$ cat config.mk
export PLATFORM = sky130hd
export DESIGN_NAME = reg_wb_arbiter
export DESIGN_NICKNAME = d
export VERILOG_FILES = /design/src/rtl/reg_wb_arbiter_pkg.sv /design/src/rtl/reg_wb_arbiter_wb_fifo.sv /design/src/rtl/reg_wb_arbiter.sv
export SDC_FILE = /design/constraint.sdc
export NUM_CORES = 1
export LEC_CHECK = 0
export ABC_AREA = 1
export BUFFER_PORTS_ARGS = -buffer_cell sky130_fd_sc_hd__buf_2
export CAP_MARGIN = 5
export CORE_ASPECT_RATIO = 0.5
export CORE_UTILIZATION = 55
export CTS_CLUSTER_DIAMETER = 100
export DETAILED_ROUTE_END_ITERATION = 12
export GPL_ROUTABILITY_DRIVEN = 0
export HOLD_SLACK_MARGIN = 0.02
export PLACE_DENSITY = 0.79
export SETUP_SLACK_MARGIN = 0.3
export SLEW_MARGIN = 25
export SYNTH_ARGS = -nofsm -noshare
export SYNTH_HDL_FRONTEND = slang
export SYNTH_SLANG_ARGS = --single-unit
$ cat constraint.sdc
create_clock -name i_clk -period 3.6 [get_ports i_clk]
set_clock_uncertainty 0.1 [all_clocks]
set_input_delay 0.54 -clock i_clk [delete_from_list [all_inputs] [get_ports i_clk]]
set_output_delay 0.54 -clock i_clk [all_outputs]
set_load 0.02 [all_outputs]
$ cat src/rtl/reg_wb_arbiter_pkg.sv
// Shared definitions for the register-file write-side arbiter.
//   REG_ADDR_W / NUM_REGS : integer register file geometry
//   XLEN_DEF              : default register width
//   wb_req_t              : one register write (destination + value)
//   reg_onehot()          : decoded one-hot mask for a register index
package reg_wb_arbiter_pkg;

  localparam int REG_ADDR_W = 5;
  localparam int NUM_REGS   = 32;
  localparam int XLEN_DEF   = 32;

  typedef struct packed {
    logic [REG_ADDR_W-1:0] addr;
    logic [XLEN_DEF-1:0]   data;
  } wb_req_t;

  function automatic logic [NUM_REGS-1:0] reg_onehot(input logic [REG_ADDR_W-1:0] a);
    return NUM_REGS'(1) << a;
  endfunction

endpackage

$ cat src/rtl/reg_wb_arbiter_wb_fifo.sv
// Small synchronous FIFO holding MDU results until the write port is free.
//   i_clk    clock
//   i_rst_n  synchronous active-low reset (empties the FIFO, ignores i_en)
//   i_en     global enable; 0 = pointers and storage hold
//   i_push   write i_data at the tail (ignored when full)
//   i_pop    drop the head entry (ignored when empty)
//   o_head   current head entry (valid when !o_empty)
//   o_full   / o_empty   occupancy flags
module wb_fifo #(
  parameter int W     = 37,
  parameter int DEPTH = 2
) (
  input  logic         i_clk,
  input  logic         i_rst_n,
  input  logic         i_en,
  input  logic         i_push,
  input  logic [W-1:0] i_data,
  input  logic         i_pop,
  output logic [W-1:0] o_head,
  output logic         o_full,
  output logic         o_empty
);

  localparam int AW = $clog2(DEPTH);

  // One extra pointer bit tells full from empty when the index bits match.
  logic [AW:0]               wr_ptr, rd_ptr;
  logic [DEPTH-1:0][W-1:0]   mem;
  logic                      do_push, do_pop;

  assign o_empty = (wr_ptr == rd_ptr);
  assign o_full  = (wr_ptr[AW] != rd_ptr[AW]) && (wr_ptr[AW-1:0] == rd_ptr[AW-1:0]);
  assign o_head  = mem[rd_ptr[AW-1:0]];

  assign do_push = i_en && i_push && !o_full;
  assign do_pop  = i_en && i_pop  && !o_empty;

  always_ff @(posedge i_clk) begin
    if (!i_rst_n) begin
      wr_ptr <= '0;
      rd_ptr <= '0;
    end else begin
      if (do_push) wr_ptr <= wr_ptr + 1'b1;
      if (do_pop)  rd_ptr <= rd_ptr + 1'b1;
    end
  end

  // Storage needs no reset: entries are only read behind a valid pointer.
  always_ff @(posedge i_clk) begin
    if (do_push) mem[wr_ptr[AW-1:0]] <= i_data;
  end

endmodule

$ cat src/rtl/reg_wb_arbiter.sv
// Register-file write-port arbiter: merges pipeline writeback with buffered
// MDU results and tracks registers still waiting on an MDU result.
//   i_clk, i_rst_n (sync, active-low), i_clk_enable (global stall)
//   i_wb_*         pipeline writeback (highest priority, never stalled)
//   i_issue_*      MDU issue; marks destination pending
//   i_mdu_* / o_mdu_ready   MDU result stream, valid/ready handshake
//   i_chk_addr_n / o_pending_n   decode scoreboard lookups (combinational)
//   o_reg_write, o_wr_addr, o_wr_data   registered register-file write port
//   o_idle         nothing buffered and nothing pending
module reg_wb_arbiter
  import reg_wb_arbiter_pkg::*;
#(
  parameter int XLEN       = 32,
  parameter int FIFO_DEPTH = 2
) (
  input  logic                  i_clk,
  input  logic                  i_rst_n,
  input  logic                  i_clk_enable,
  input  logic                  i_wb_valid,
  input  logic [REG_ADDR_W-1:0] i_wb_addr,
  input  logic [XLEN-1:0]       i_wb_data,
  input  logic                  i_issue_valid,
  input  logic [REG_ADDR_W-1:0] i_issue_rd,
  input  logic                  i_mdu_valid,
  input  logic [REG_ADDR_W-1:0] i_mdu_addr,
  input  logic [XLEN-1:0]       i_mdu_data,
  output logic                  o_mdu_ready,
  input  logic [REG_ADDR_W-1:0] i_chk_addr_1,
  input  logic [REG_ADDR_W-1:0] i_chk_addr_2,
  output logic                  o_pending_1,
  output logic                  o_pending_2,
  output logic                  o_reg_write,
  output logic [REG_ADDR_W-1:0] o_wr_addr,
  output logic [XLEN-1:0]       o_wr_data,
  output logic                  o_idle
);

  localparam int EW = REG_ADDR_W + XLEN;

  logic                  wb_win;
  logic                  fifo_push, fifo_pop, fifo_full, fifo_empty;
  logic [EW-1:0]         fifo_head;
  logic [REG_ADDR_W-1:0] head_addr;
  logic [XLEN-1:0]       head_data;
  logic [NUM_REGS-1:0]   sb, sb_set, sb_clr, sb_nxt;

  // Writes to x0 are architecturally dead, so they never claim the port.
  assign wb_win = i_wb_valid && (i_wb_addr != '0);

  // x0 results complete the handshake but are dropped before the FIFO.
  assign o_mdu_ready = !fifo_full;
  assign fifo_push   = i_clk_enable && i_mdu_valid && !fifo_full && (i_mdu_addr != '0);
  assign fifo_pop    = i_clk_enable && !wb_win && !fifo_empty;

  assign head_addr = fifo_head[EW-1:XLEN];
  assign head_data = fifo_head[XLEN-1:0];

  wb_fifo #(
    .W     (EW),
    .DEPTH (FIFO_DEPTH)
  ) u_fifo (
    .i_clk   (i_clk),
    .i_rst_n (i_rst_n),
    .i_en    (i_clk_enable),
    .i_push  (fifo_push),
    .i_data  ({i_mdu_addr, i_mdu_data}),
    .i_pop   (fifo_pop),
    .o_head  (fifo_head),
    .o_full  (fifo_full),
    .o_empty (fifo_empty)
  );

  // Scoreboard: clear on pop, then set on issue so a same-cycle re-issue wins.
  always_comb begin
    sb_set = '0;
    sb_clr = '0;
    if (i_clk_enable && i_issue_valid && (i_issue_rd != '0)) sb_set = reg_onehot(i_issue_rd);
    if (fifo_pop) sb_clr = reg_onehot(head_addr);
    sb_nxt    = (sb & ~sb_clr) | sb_set;
    sb_nxt[0] = 1'b0;
  end

  always_ff @(posedge i_clk) begin
    if (!i_rst_n) sb <= '0;
    else          sb <= sb_nxt;
  end

  assign o_pending_1 = sb[i_chk_addr_1];
  assign o_pending_2 = sb[i_chk_addr_2];
  assign o_idle      = fifo_empty && (sb == '0);

  // Registered write port; address/data hold when no write is emitted.
  always_ff @(posedge i_clk) begin
    if (!i_rst_n) begin
      o_reg_write <= 1'b0;
      o_wr_addr   <= '0;
      o_wr_data   <= '0;
    end else if (i_clk_enable) begin
      if (wb_win) begin
        o_reg_write <= 1'b1;
        o_wr_addr   <= i_wb_addr;
        o_wr_data   <= i_wb_data;
      end else if (fifo_pop) begin
        o_reg_write <= 1'b1;
        o_wr_addr   <= head_addr;
        o_wr_data   <= head_data;
      end else begin
        o_reg_write <= 1'b0;
      end
    end
  end

endmodule

==> results of run 1 <==
[cells by family (layout without fill, tap and decap cells)]
kind of cell	Yosys count	in the layout	share of synthesized area, %
buffers and inverters	96	223	6.40
AO/OA/AOI/OAI	125	125	9.26
flip-flops	147	147	52.0
AND/OR/NAND/NOR	556	556	32.3
[worst max path at each step]
stage	start	end	slack, ns	cells past startpoint
after detailed placement	i_wb_addr[3]	o_wr_data[27]	0.36	8
after global placement	i_wb_addr[2]	o_wr_data[8]	0.58	8
after global routing	u_fifo.rd_ptr[0]	o_idle	0.72	5
after floorplan	u_fifo.rd_ptr[0]	u_fifo.mem[37]	0.49	7
final	u_fifo.rd_ptr[0]	o_idle	0.80	5
after CTS	u_fifo.rd_ptr[0]	o_wr_addr[2]	0.46	9
[sequential cells by signal (all words and copies together), names as in the netlist]
signal / cells
sb: 31
o_reg_write: 1
u_fifo.mem: 74
u_fifo.wr_ptr: 2
u_fifo.rd_ptr: 2
o_wr_data: 32
o_wr_addr: 5
[through the flow]
step	utilization [%]	setup slack (ns)	power, mW
after detailed placement	63.7	0.365	2.44
after CTS	68.8	0.464	4.28
after global placement	63.7	0.577	2.42
after floorplan	-	0.489	2.26
final	69.1	0.797	4.29
after global routing	69.1	0.725	4.43
[cell type report]
type                            count  area, µm²  area share [%]
Sequential cell                   147       3680            43.8
Multi-Input combinational cell    681       2960            35.2
Timing Repair Buffer              146        776            9.21
Clock buffer                       18        429            5.10
Tap cell                          165        206            2.45
Clock inverter                     14        190            2.26
Inverter                           45        171            2.04
[power by group]
group	internal, mW	leakage [nW]	total (mW)	switching [mW]
Clock	1.12	0.306	1.87	0.751
Sequential	1.84	1.28	1.88	0.0411
Combinational	0.172	2.15	0.541	0.369
[placed cells by master (no fill, tap or decap), drive strengths merged]
| cell | count |
|---|---|
| a21oi | 49 |
| clkbuf | 18 |
| or2 | 1 |
| o21bai | 1 |
| bufinv | 3 |
| inv | 51 |
| o21ai | 73 |
| nor3b | 2 |
| dfxtp | 73 |
| nor2 | 118 |
| nor3 | 4 |
| nand2 | 332 |
| nand3b | 1 |
| nand4 | 13 |
| nor4 | 5 |
| edfxtp | 74 |
| clkinv | 5 |
| nand3 | 80 |
| o211ai | 2 |
| buf | 146 |
[layer usage]
layer | GRT usage [%] | up-vias | wire, µm
met5 | 0 | - | 13
met4 | 15.0 | 2 | 668
met3 | 5.24 | 59 | 1230
met2 | 50.2 | 288 | 8940
met1 | 34.9 | 3030 | 7790
li1 | - | 3263 | -
==> results.sh, run 1 <==
export IMPL_status="completed"
export IMPL_fp_row_count=28
export IMPL_port_buffers=136
export IMPL_drtAntennaViolNets=0
export IMPL_worstPathMaxFanout=30
export IMPL_synth_area_top_cells="edfxtp_1, dfxtp_1, nand2_1, nor2_1, nand3_1"
export IMPL_syn_nets=1019
export IMPL_synthCells=924
export IMPL_r2r_start="u_fifo.rd_ptr[0]"
export IMPL_die_x_um=162
export IMPL_cts_resized=0
export IMPL_design_area_um2=8420
export IMPL_reg2reg_depth=10
export IMPL_postCtsHoldBufs=0
export IMPL_critical_path_class="register to primary output"
export IMPL_synth_edf_count=74
export IMPL_grt_max_degree=43
export IMPL_crit_buf_inv=1
export IMPL_synth_area_um2=7080
export IMPL_cts_setup_buffers=0
export IMPL_fp_dieH_um=82.2
export IMPL_clock_sinks=147
export IMPL_rrSetupSlack_ns=0.90
export IMPL_first_pass_iters=5
export IMPL_synthDominantCellAreaShare_pct=31.4
export IMPL_ir_drop_mv=0.269
export IMPL_worstMarginPinSlew_ns=0.996
export IMPL_clock_latency_ns=0.42
export IMPL_p_leak_nw=3.73
export IMPL_ys_types=32
export IMPL_rsz0062_at_grt="no"
export IMPL_reg2reg_to="o_wr_data[27]"
export IMPL_core_area_um2=12200
export IMPL_yosys_warnings=0
export IMPL_synth_flop_cell="edfxtp_1"
export IMPL_start_util_pct=58.1
export IMPL_endpoint_kind="primary output"
export IMPL_hp_class="input port to register"
export IMPL_track_usage_pct=28.8
export IMPL_ys_ff_latch=147
export IMPL_synth_yosys_seq_area_share_pct=52.0
export IMPL_hold_end="u_fifo.mem[8]"
export IMPL_hold_violations=0
export IMPL_cts_tree="done"
export IMPL_routedWlPerCell_um=15.3
export IMPL_area_growth_pct=18.9
export IMPL_fin_crit_sh_pct=77.9
export IMPL_slew_headroom_pct=33.5
export IMPL_antenna_cells=0
export IMPL_vias_per_cell=5.46
export IMPL_hold_start="i_mdu_data[8]"
export IMPL_crit_top_cell="nand2_2"
export IMPL_die_area_um2=13400
export IMPL_grt_pass1_wl_um=29300
export IMPL_placed_area_um2=7770
export IMPL_drv_cap=0
export IMPL_cp_start_kind="register"
export IMPL_fmax_mhz=357
export IMPL_layout_nets=1133
export IMPL_hold_ws_ns=0.208
export IMPL_ys_async_sr_fraction_pct=0
export IMPL_antenna_found_initial=1
export IMPL_worstHoldPathCells=1
export IMPL_cp_top_family="flip-flops"
export IMPL_slowest_stage="dfxtp_2"
export IMPL_post_route_min_period_ns=2.80
export IMPL_arrival_ns=2.16
export IMPL_drcViolationCount=0
export IMPL_cts_htree_levels=4
export IMPL_max_stage_delay_ns=0.76
export IMPL_clk_pin_slew_worst_paths_ns=0.07
export IMPL_instances_no_fill=1216
export IMPL_final_layout_size_suffix_gt1_share_pct=18.9
export IMPL_fillCellCount=1005
export IMPL_fin_setup_tns_ns=0
export IMPL_numCtsBuffers=17
export IMPL_syn_avg_cell_area_um2=7.66
export IMPL_grt_overflow=0
export IMPL_synth_most_common_cell="nand2_1"
export IMPL_dpl_cell_count=1183
export IMPL_grt_pass1_vias=6062
export IMPL_vias=6642
export IMPL_synth_common_cells="nand2_1, nor2_1, nand3_1"
export IMPL_synth_top_area_cell="edfxtp_1"
export IMPL_setup_viol=0
export IMPL_root_buffer="clkbuf_16"
export IMPL_dp_hpwl_um=12600
export IMPL_cts_max_path_buffers=2
export IMPL_crit_chain="nand2_1, nand2_2, nand2_2, nor3_1, buf_2"
export IMPL_power_density_nw_per_um2=509
export IMPL_io_pin_count=137
export IMPL_drt_iter0_drc=604
export IMPL_drt_total_wl_um=18600
export IMPL_final_max_slew_violation_count=0
export IMPL_critical_path_required_ns=2.96
Note: power is estimated with default switching activity, not from simulation.
==> inputs of run 2 (changes only) <==
--- a/config.mk
+++ b/config.mk
@@ -5,7 +5,7 @@
 export SDC_FILE = /design/constraint.sdc
 export NUM_CORES = 1
 export LEC_CHECK = 0
-export ABC_AREA = 1
+export ABC_AREA = 0
 export BUFFER_PORTS_ARGS = -buffer_cell sky130_fd_sc_hd__buf_2
 export CAP_MARGIN = 5
 export CORE_ASPECT_RATIO = 0.5
@@ -14,7 +14,7 @@
 export DETAILED_ROUTE_END_ITERATION = 12
 export GPL_ROUTABILITY_DRIVEN = 0
 export HOLD_SLACK_MARGIN = 0.02
-export PLACE_DENSITY = 0.79
+export PLACE_DENSITY = 0.8
 export SETUP_SLACK_MARGIN = 0.3
 export SLEW_MARGIN = 25
 export SYNTH_ARGS = -nofsm -noshare
==> constraint.sdc (replaced) <==
create_clock -name i_clk -period 2.7 [get_ports i_clk]
set_clock_uncertainty 0.1 [all_clocks]
set_input_delay 0.405 -clock i_clk [delete_from_list [all_inputs] [get_ports i_clk]]
set_output_delay 0.405 -clock i_clk [all_outputs]
set_load 0.02 [all_outputs]
==> results.sh, run 2 <==
export IMPL_startpoint="sb[23]"
export IMPL_hp_class="input port to register"
export IMPL_final_max_slew_violation_count=0
export IMPL_synth_fa_ha_area_share_pct=0
export IMPL_yosys_warnings=0
export IMPL_max_stage_delay_ns=0.54
export IMPL_cp_start_kind="register"
export IMPL_rrSetupSlack_ns=0.59
export IMPL_worstPathMaxFanout=3
export IMPL_synth_yosys_seq_area_share_pct=53.6
export IMPL_synthMuxAreaShare_pct=15.8
export IMPL_clock_latency_ns=0.41
export IMPL_setup_slack_ns=0.0429
export IMPL_synth_common_cells="edfxtp_1, dfxtp_1, mux2i_1"
export IMPL_synth_edf_count=74
export IMPL_drt_iter0_drc=347
export IMPL_critical_path_class="register to primary output"
export IMPL_syn_nets=622
export IMPL_drtAntennaViolNets=0
export IMPL_port_buffers=136
export IMPL_p_leak_nw=3.22
export IMPL_status="completed"
export IMPL_track_usage_pct=25.8
export IMPL_clk_pin_slew_worst_paths_ns=0.07
export IMPL_hold_start="i_mdu_data[6]"
export IMPL_largest_reg_flops=74
export IMPL_cts_tree="done"
export IMPL_root_buffer="clkbuf_16"
export IMPL_hold_violations=0
export IMPL_cts_max_path_buffers=2
export IMPL_fp_dieH_um=81.1
export IMPL_clock_sinks=147
export IMPL_die_x_um=160
export IMPL_area_growth_pct=24.5
export IMPL_io_pin_count=137
export IMPL_crit_chain="mux4_2, and4b_1, or4_4, buf_6"
export IMPL_dp_hpwl_um=11000
export IMPL_synth_top_area_cell="edfxtp_1"
export IMPL_core_area_um2=12000
export IMPL_grt_pass1_vias=5038
export IMPL_first_pass_iters=5
export IMPL_antenna_found_initial=1
export IMPL_grt_max_degree=39
export IMPL_synth_area_um2=6880
export IMPL_synthDominantCellAreaShare_pct=32.3
export IMPL_critical_path_required_ns=2.19
export IMPL_fmax_mhz=376
export IMPL_rsz0062_at_grt="yes"
export IMPL_start_util_pct=57.4
export IMPL_ys_ff_latch=147
export IMPL_arrival_ns=2.15
export IMPL_vias=5053
export IMPL_routedWlPerCell_um=19.3
export IMPL_synth_area_top_cells="edfxtp_1, dfxtp_1, o2bb2ai_2, mux2i_1, mux2_2"
export IMPL_layout_nets=760
export IMPL_drcViolationCount=0
export IMPL_ys_types=47
export IMPL_slowest_stage="or4_4"
export IMPL_setup_viol=0
export IMPL_hold_end="u_fifo.mem[6]"
export IMPL_layout_common_cells="buf_2, edfxtp_1, dfxtp_1"
export IMPL_r2r_start="u_fifo.rd_ptr[0]"
export IMPL_numCtsBuffers=17
export IMPL_fin_crit_sh_pct=98.4
export IMPL_synth_top_family_by_area="compound AO/OA/AOI/OAI gates"
export IMPL_slew_headroom_pct=45.2
export IMPL_synth_flop_cell="edfxtp_1"
export IMPL_drt_total_wl_um=16300
export IMPL_crit_buf_inv=1
export IMPL_ir_drop_mv=0.493
export IMPL_power_density_nw_per_um2=668
export IMPL_cp_top_family="simple AND/OR/NAND/NOR gates"
export IMPL_synthCells=527
export IMPL_fillCellCount=841
export IMPL_synthSimpleGateAreaFrac_pct=9.17
export IMPL_worstHoldPathCells=1
export IMPL_final_common_cell="buf_2"
export IMPL_vias_per_cell=5.99
export IMPL_synth_most_common_cell="edfxtp_1"
export IMPL_fin_setup_tns_ns=0
export IMPL_post_route_min_period_ns=2.66
export IMPL_syn_avg_cell_area_um2=13.0
export IMPL_pre_cts_ws_ns=0.172
export IMPL_drv_cap=0
export IMPL_endpoint_kind="primary output"
export IMPL_grt_pass1_wl_um=25700
export IMPL_reg2reg_to="u_fifo.mem[37]"
export IMPL_grt_overflow=0
export IMPL_die_area_um2=13000
export IMPL_synth_compound_area_share_pct=17.9
export IMPL_reg2reg_depth=4
export IMPL_ys_async_sr_fraction_pct=0
export IMPL_worstMarginPinSlew_ns=0.820
export IMPL_synth_xor_area_share_pct=0.255
export IMPL_fp_row_count=28
export IMPL_cts_htree_levels=4
export IMPL_final_layout_size_suffix_gt1_share_pct=44.5
==> run 2: through the flow <==
step           total power [mW]  instance area (µm²)  hold slack [ns]  util (%)  instances
2_1_floorplan              2.96                 6980            0.354         -        527
3_3_place_gp               3.16                 7830            0.341      65.3        810
3_5_place_dp               3.18                 7830            0.345      65.3        810
4_1_cts                    5.75                 8530           0.0579      71.2        843
5_1_grt                    5.91                 8550           0.0529      71.4        843
6_report                   5.72                 8560           0.0708      71.4        844
==> run 2: worst max-delay path by stage <==
stage                           endpoint  cells past startpoint
final                        o_pending_1                      4
after global routing         o_pending_1                      4
after CTS                    o_pending_1                      5
after detailed placement     o_pending_2                      6
after global placement       o_pending_2                      6
after floorplan           u_fifo.mem[37]                      3
==> run 2: cell families (layout without fill, tap and decap cells) <==
family	count (synthesis)	count (layout)
buf+inv	44	195
flops	147	147
mux	87	87
xor+xnor	2	2
other cells	0	1
simple gates	109	109
compound gates	138	138
==> run 2: layer usage <==
metal | part of all wire (%) | global-route usage (%)
met5 | 0 | 0
met4 | 2.9 | 11.1
met3 | 6.7 | 6.95
met2 | 50 | 45.0
met1 | 40 | 30.9
==> run 2: layout make-up <==
type	instances	area (µm²)	area share [%]
antenna	1	2.50	0.0292
tap	165	206	2.41
sequential	147	3720	43.5
timing repair buffer	154	866	10.1
clock inverter	14	214	2.50
inverter	9	33.8	0.395
multi-input combinational	336	3080	35.9
clock buffer	18	439	5.13
==> run 2: worst reg2reg max path, cell delays in order (launching register included) <==
cell and delay (ns):
dfxtp_4 0.60, xor2_4 0.24, nor2b_4 0.09, nor4b_4 0.20, buf_4 0.50
==> run 2: power by group <==
part / leakage, nW / internal [mW] / switching [mW] / total [mW]
Combinational: 1.62 / 0.267 / 0.372 / 0.638
Clock: 0.318 / 1.61 / 0.975 / 2.58
Sequential: 1.28 / 2.44 / 0.0600 / 2.50
==> run 2: repair_timing <==
action | in CTS | in global routing
hold buffers | 0 | 0
setup buffers | 1 | 0
resized for setup | 21 | 9
pin swaps | 2 | 1
endpoints found under the setup margin | 2 | 2
hold endpoints to repair | 0 | 0
==> inputs of run 3 (changes only) <==
--- a/config.mk
+++ b/config.mk
@@ -6,15 +6,15 @@
 export NUM_CORES = 1
 export LEC_CHECK = 0
 export ABC_AREA = 0
-export BUFFER_PORTS_ARGS = -buffer_cell sky130_fd_sc_hd__buf_2
 export CAP_MARGIN = 5
 export CORE_ASPECT_RATIO = 0.5
 export CORE_UTILIZATION = 55
 export CTS_CLUSTER_DIAMETER = 100
 export DETAILED_ROUTE_END_ITERATION = 12
+export DONT_BUFFER_PORTS = 1
 export GPL_ROUTABILITY_DRIVEN = 0
 export HOLD_SLACK_MARGIN = 0.02
-export PLACE_DENSITY = 0.8
+export PLACE_DENSITY = 0.7
 export SETUP_SLACK_MARGIN = 0.3
 export SLEW_MARGIN = 25
 export SYNTH_ARGS = -nofsm -noshare
==> results.sh, run 3 (synthesis gave the netlist of run 2 again) <==
export IMPL_startpoint="sb[23]"
export IMPL_setup_slack_ns=0.202
export IMPL_critical_path_class="register to primary output"
export IMPL_core_area_um2=12000
export IMPL_fmax_mhz=400
export IMPL_top_usage_layer="met2"
export IMPL_cts_htree_levels=4
export IMPL_worstMarginPinSlew_ns=0.826
export IMPL_cts_max_path_buffers=2
export IMPL_die_x_um=160
export IMPL_fin_crit_sh_pct=92.5
export IMPL_drtAntennaViolNets=0
export IMPL_final_max_slew_violation_count=0
export IMPL_numCtsBuffers=17
export IMPL_die_area_um2=13000
export IMPL_p_leak_nw=2.71
export IMPL_power_total_mw=5.27
export IMPL_hold_start="i_rst_n"
export IMPL_layout_nets=662
export IMPL_cts_tree="done"
export IMPL_grt_pass1_wl_um=24700
export IMPL_worstPathMaxFanout=4
export IMPL_ir_drop_mv=0.390
export IMPL_grtUsageMet3_pct=7.05
export IMPL_slew_headroom_pct=44.5
export IMPL_power_density_nw_per_um2=652
export IMPL_met2_usage_pct=44.0
export IMPL_track_usage_pct=25.2
export IMPL_post_route_min_period_ns=2.50
export IMPL_start_util_pct=57.4
export IMPL_antenna_cells=0
export IMPL_clock_sinks=147
export IMPL_dp_hpwl_um=10600
export IMPL_root_buffer="clkbuf_16"
export IMPL_area_growth_pct=17.5
export IMPL_antenna_found_initial=0
export IMPL_largest_reg_flops=74
export IMPL_grtUsageMet1_pct=30.6
export IMPL_fin_setup_tns_ns=0
export IMPL_layout_common_cells="edfxtp_1, dfxtp_1, mux2i_1"
export IMPL_clock_latency_ns=0.41
export IMPL_vias=4653
export IMPL_cp_start_kind="register"
export IMPL_pre_cts_ws_ns=0.475
export IMPL_cts_setup_buffers=0
export IMPL_grt_max_degree=39
export IMPL_drcViolationCount=0
export IMPL_clk_pin_slew_worst_paths_ns=0.06
export IMPL_io_pin_count=137
export IMPL_setup_viol=0
export IMPL_fp_row_count=28
export IMPL_vias_per_cell=6.25
export IMPL_endpoint_kind="primary output"
export IMPL_hp_class="input port to register"
export IMPL_hold_violations=0
export IMPL_drv_cap=0
export IMPL_drt_iter0_drc=317
export IMPL_arrival_ns=1.99
export IMPL_final_common_cell="edfxtp_1"
export IMPL_r2r_start="u_fifo.rd_ptr[0]"
export IMPL_status="completed"
export IMPL_port_buffers=0
export IMPL_fp_dieH_um=81.1
export IMPL_critical_path_required_ns=2.19
export IMPL_grt_overflow=0
export IMPL_routedWlPerCell_um=21.3
export IMPL_rsz0062_at_grt="yes"
export IMPL_grt_pass1_vias=4651
export IMPL_drt_total_wl_um=15800
export IMPL_final_layout_size_suffix_gt1_share_pct=25.3
export IMPL_first_pass_iters=5
run 3: changes by cell type in the layout (fill, tap and decap cells not counted), sizes merged:
cell,previous run,this run
buf,154,18
bufinv,4,0
clkinv,2,1
clkinvlp,1,4
diode,1,0
dlygate4sd3,0,38
inv,16,18
run 3: worst paths after layout:
path	to	slack, ns	cells past startpoint
worst max-delay path	o_pending_2	0.20	3
worst min-delay path	sb[23]	0.04	2
worst max register to register	sb[9]	0.43	4
worst min register to register	u_fifo.wr_ptr[1]	0.40	2
run 3: cell type report:
| cell class | instances | area [µm²] |
|---|---|---|
| Clock inverter | 14 | 133 |
| Sequential cell | 147 | 3690 |
| Inverter | 9 | 33.8 |
| Clock buffer | 18 | 429 |
| Timing Repair Buffer | 56 | 515 |
| Fill cell | 890 | 3900 |
| Tap cell | 165 | 206 |
| Multi-Input combinational cell | 336 | 3070 |
run 3: where the power goes:
| part | total, mW | internal [mW] | switching, mW | leakage (nW) |
|---|---|---|---|---|
| clock | 2.23 | 1.22 | 1.01 | 0.265 |
| combinational | 0.468 | 0.220 | 0.248 | 1.17 |
| sequential | 2.57 | 2.44 | 0.129 | 1.28 |
run 3: layer usage:
layer,wire [µm],share of wire (%)
met1,6630,42
met3,1080,6.8
met2,7900,50
met5,0,0
met4,223,1.4
run 3: per-stage QoR:
stage               cells  utilization, %  area (µm²)  hold WS, ns
floorplan             527               -        6980        0.354
global placement      675            59.4        7120        0.364
detailed placement    675            59.4        7120        0.386
CTS                   745            67.4        8080       0.0246
global route          745            67.4        8080       0.0407
finish                745            67.4        8080       0.0356
run 3: timing repair:
| action | in CTS | in global routing |
|---|---|---|
| pin swaps | 0 | 1 |
| gates resized for setup | 5 | 1 |
| hold buffers | 38 | 0 |
| cloned | 0 | 0 |
| endpoints found under the setup margin | 3 | 3 |
| hold endpoints to repair | 77 | 0 |
run 3: worst max-delay path, stage by stage (launching register included):
cell and delay, ns:
dfxtp_1 0.35, mux4_2 0.47, and4b_1 0.19, or4_4 0.58
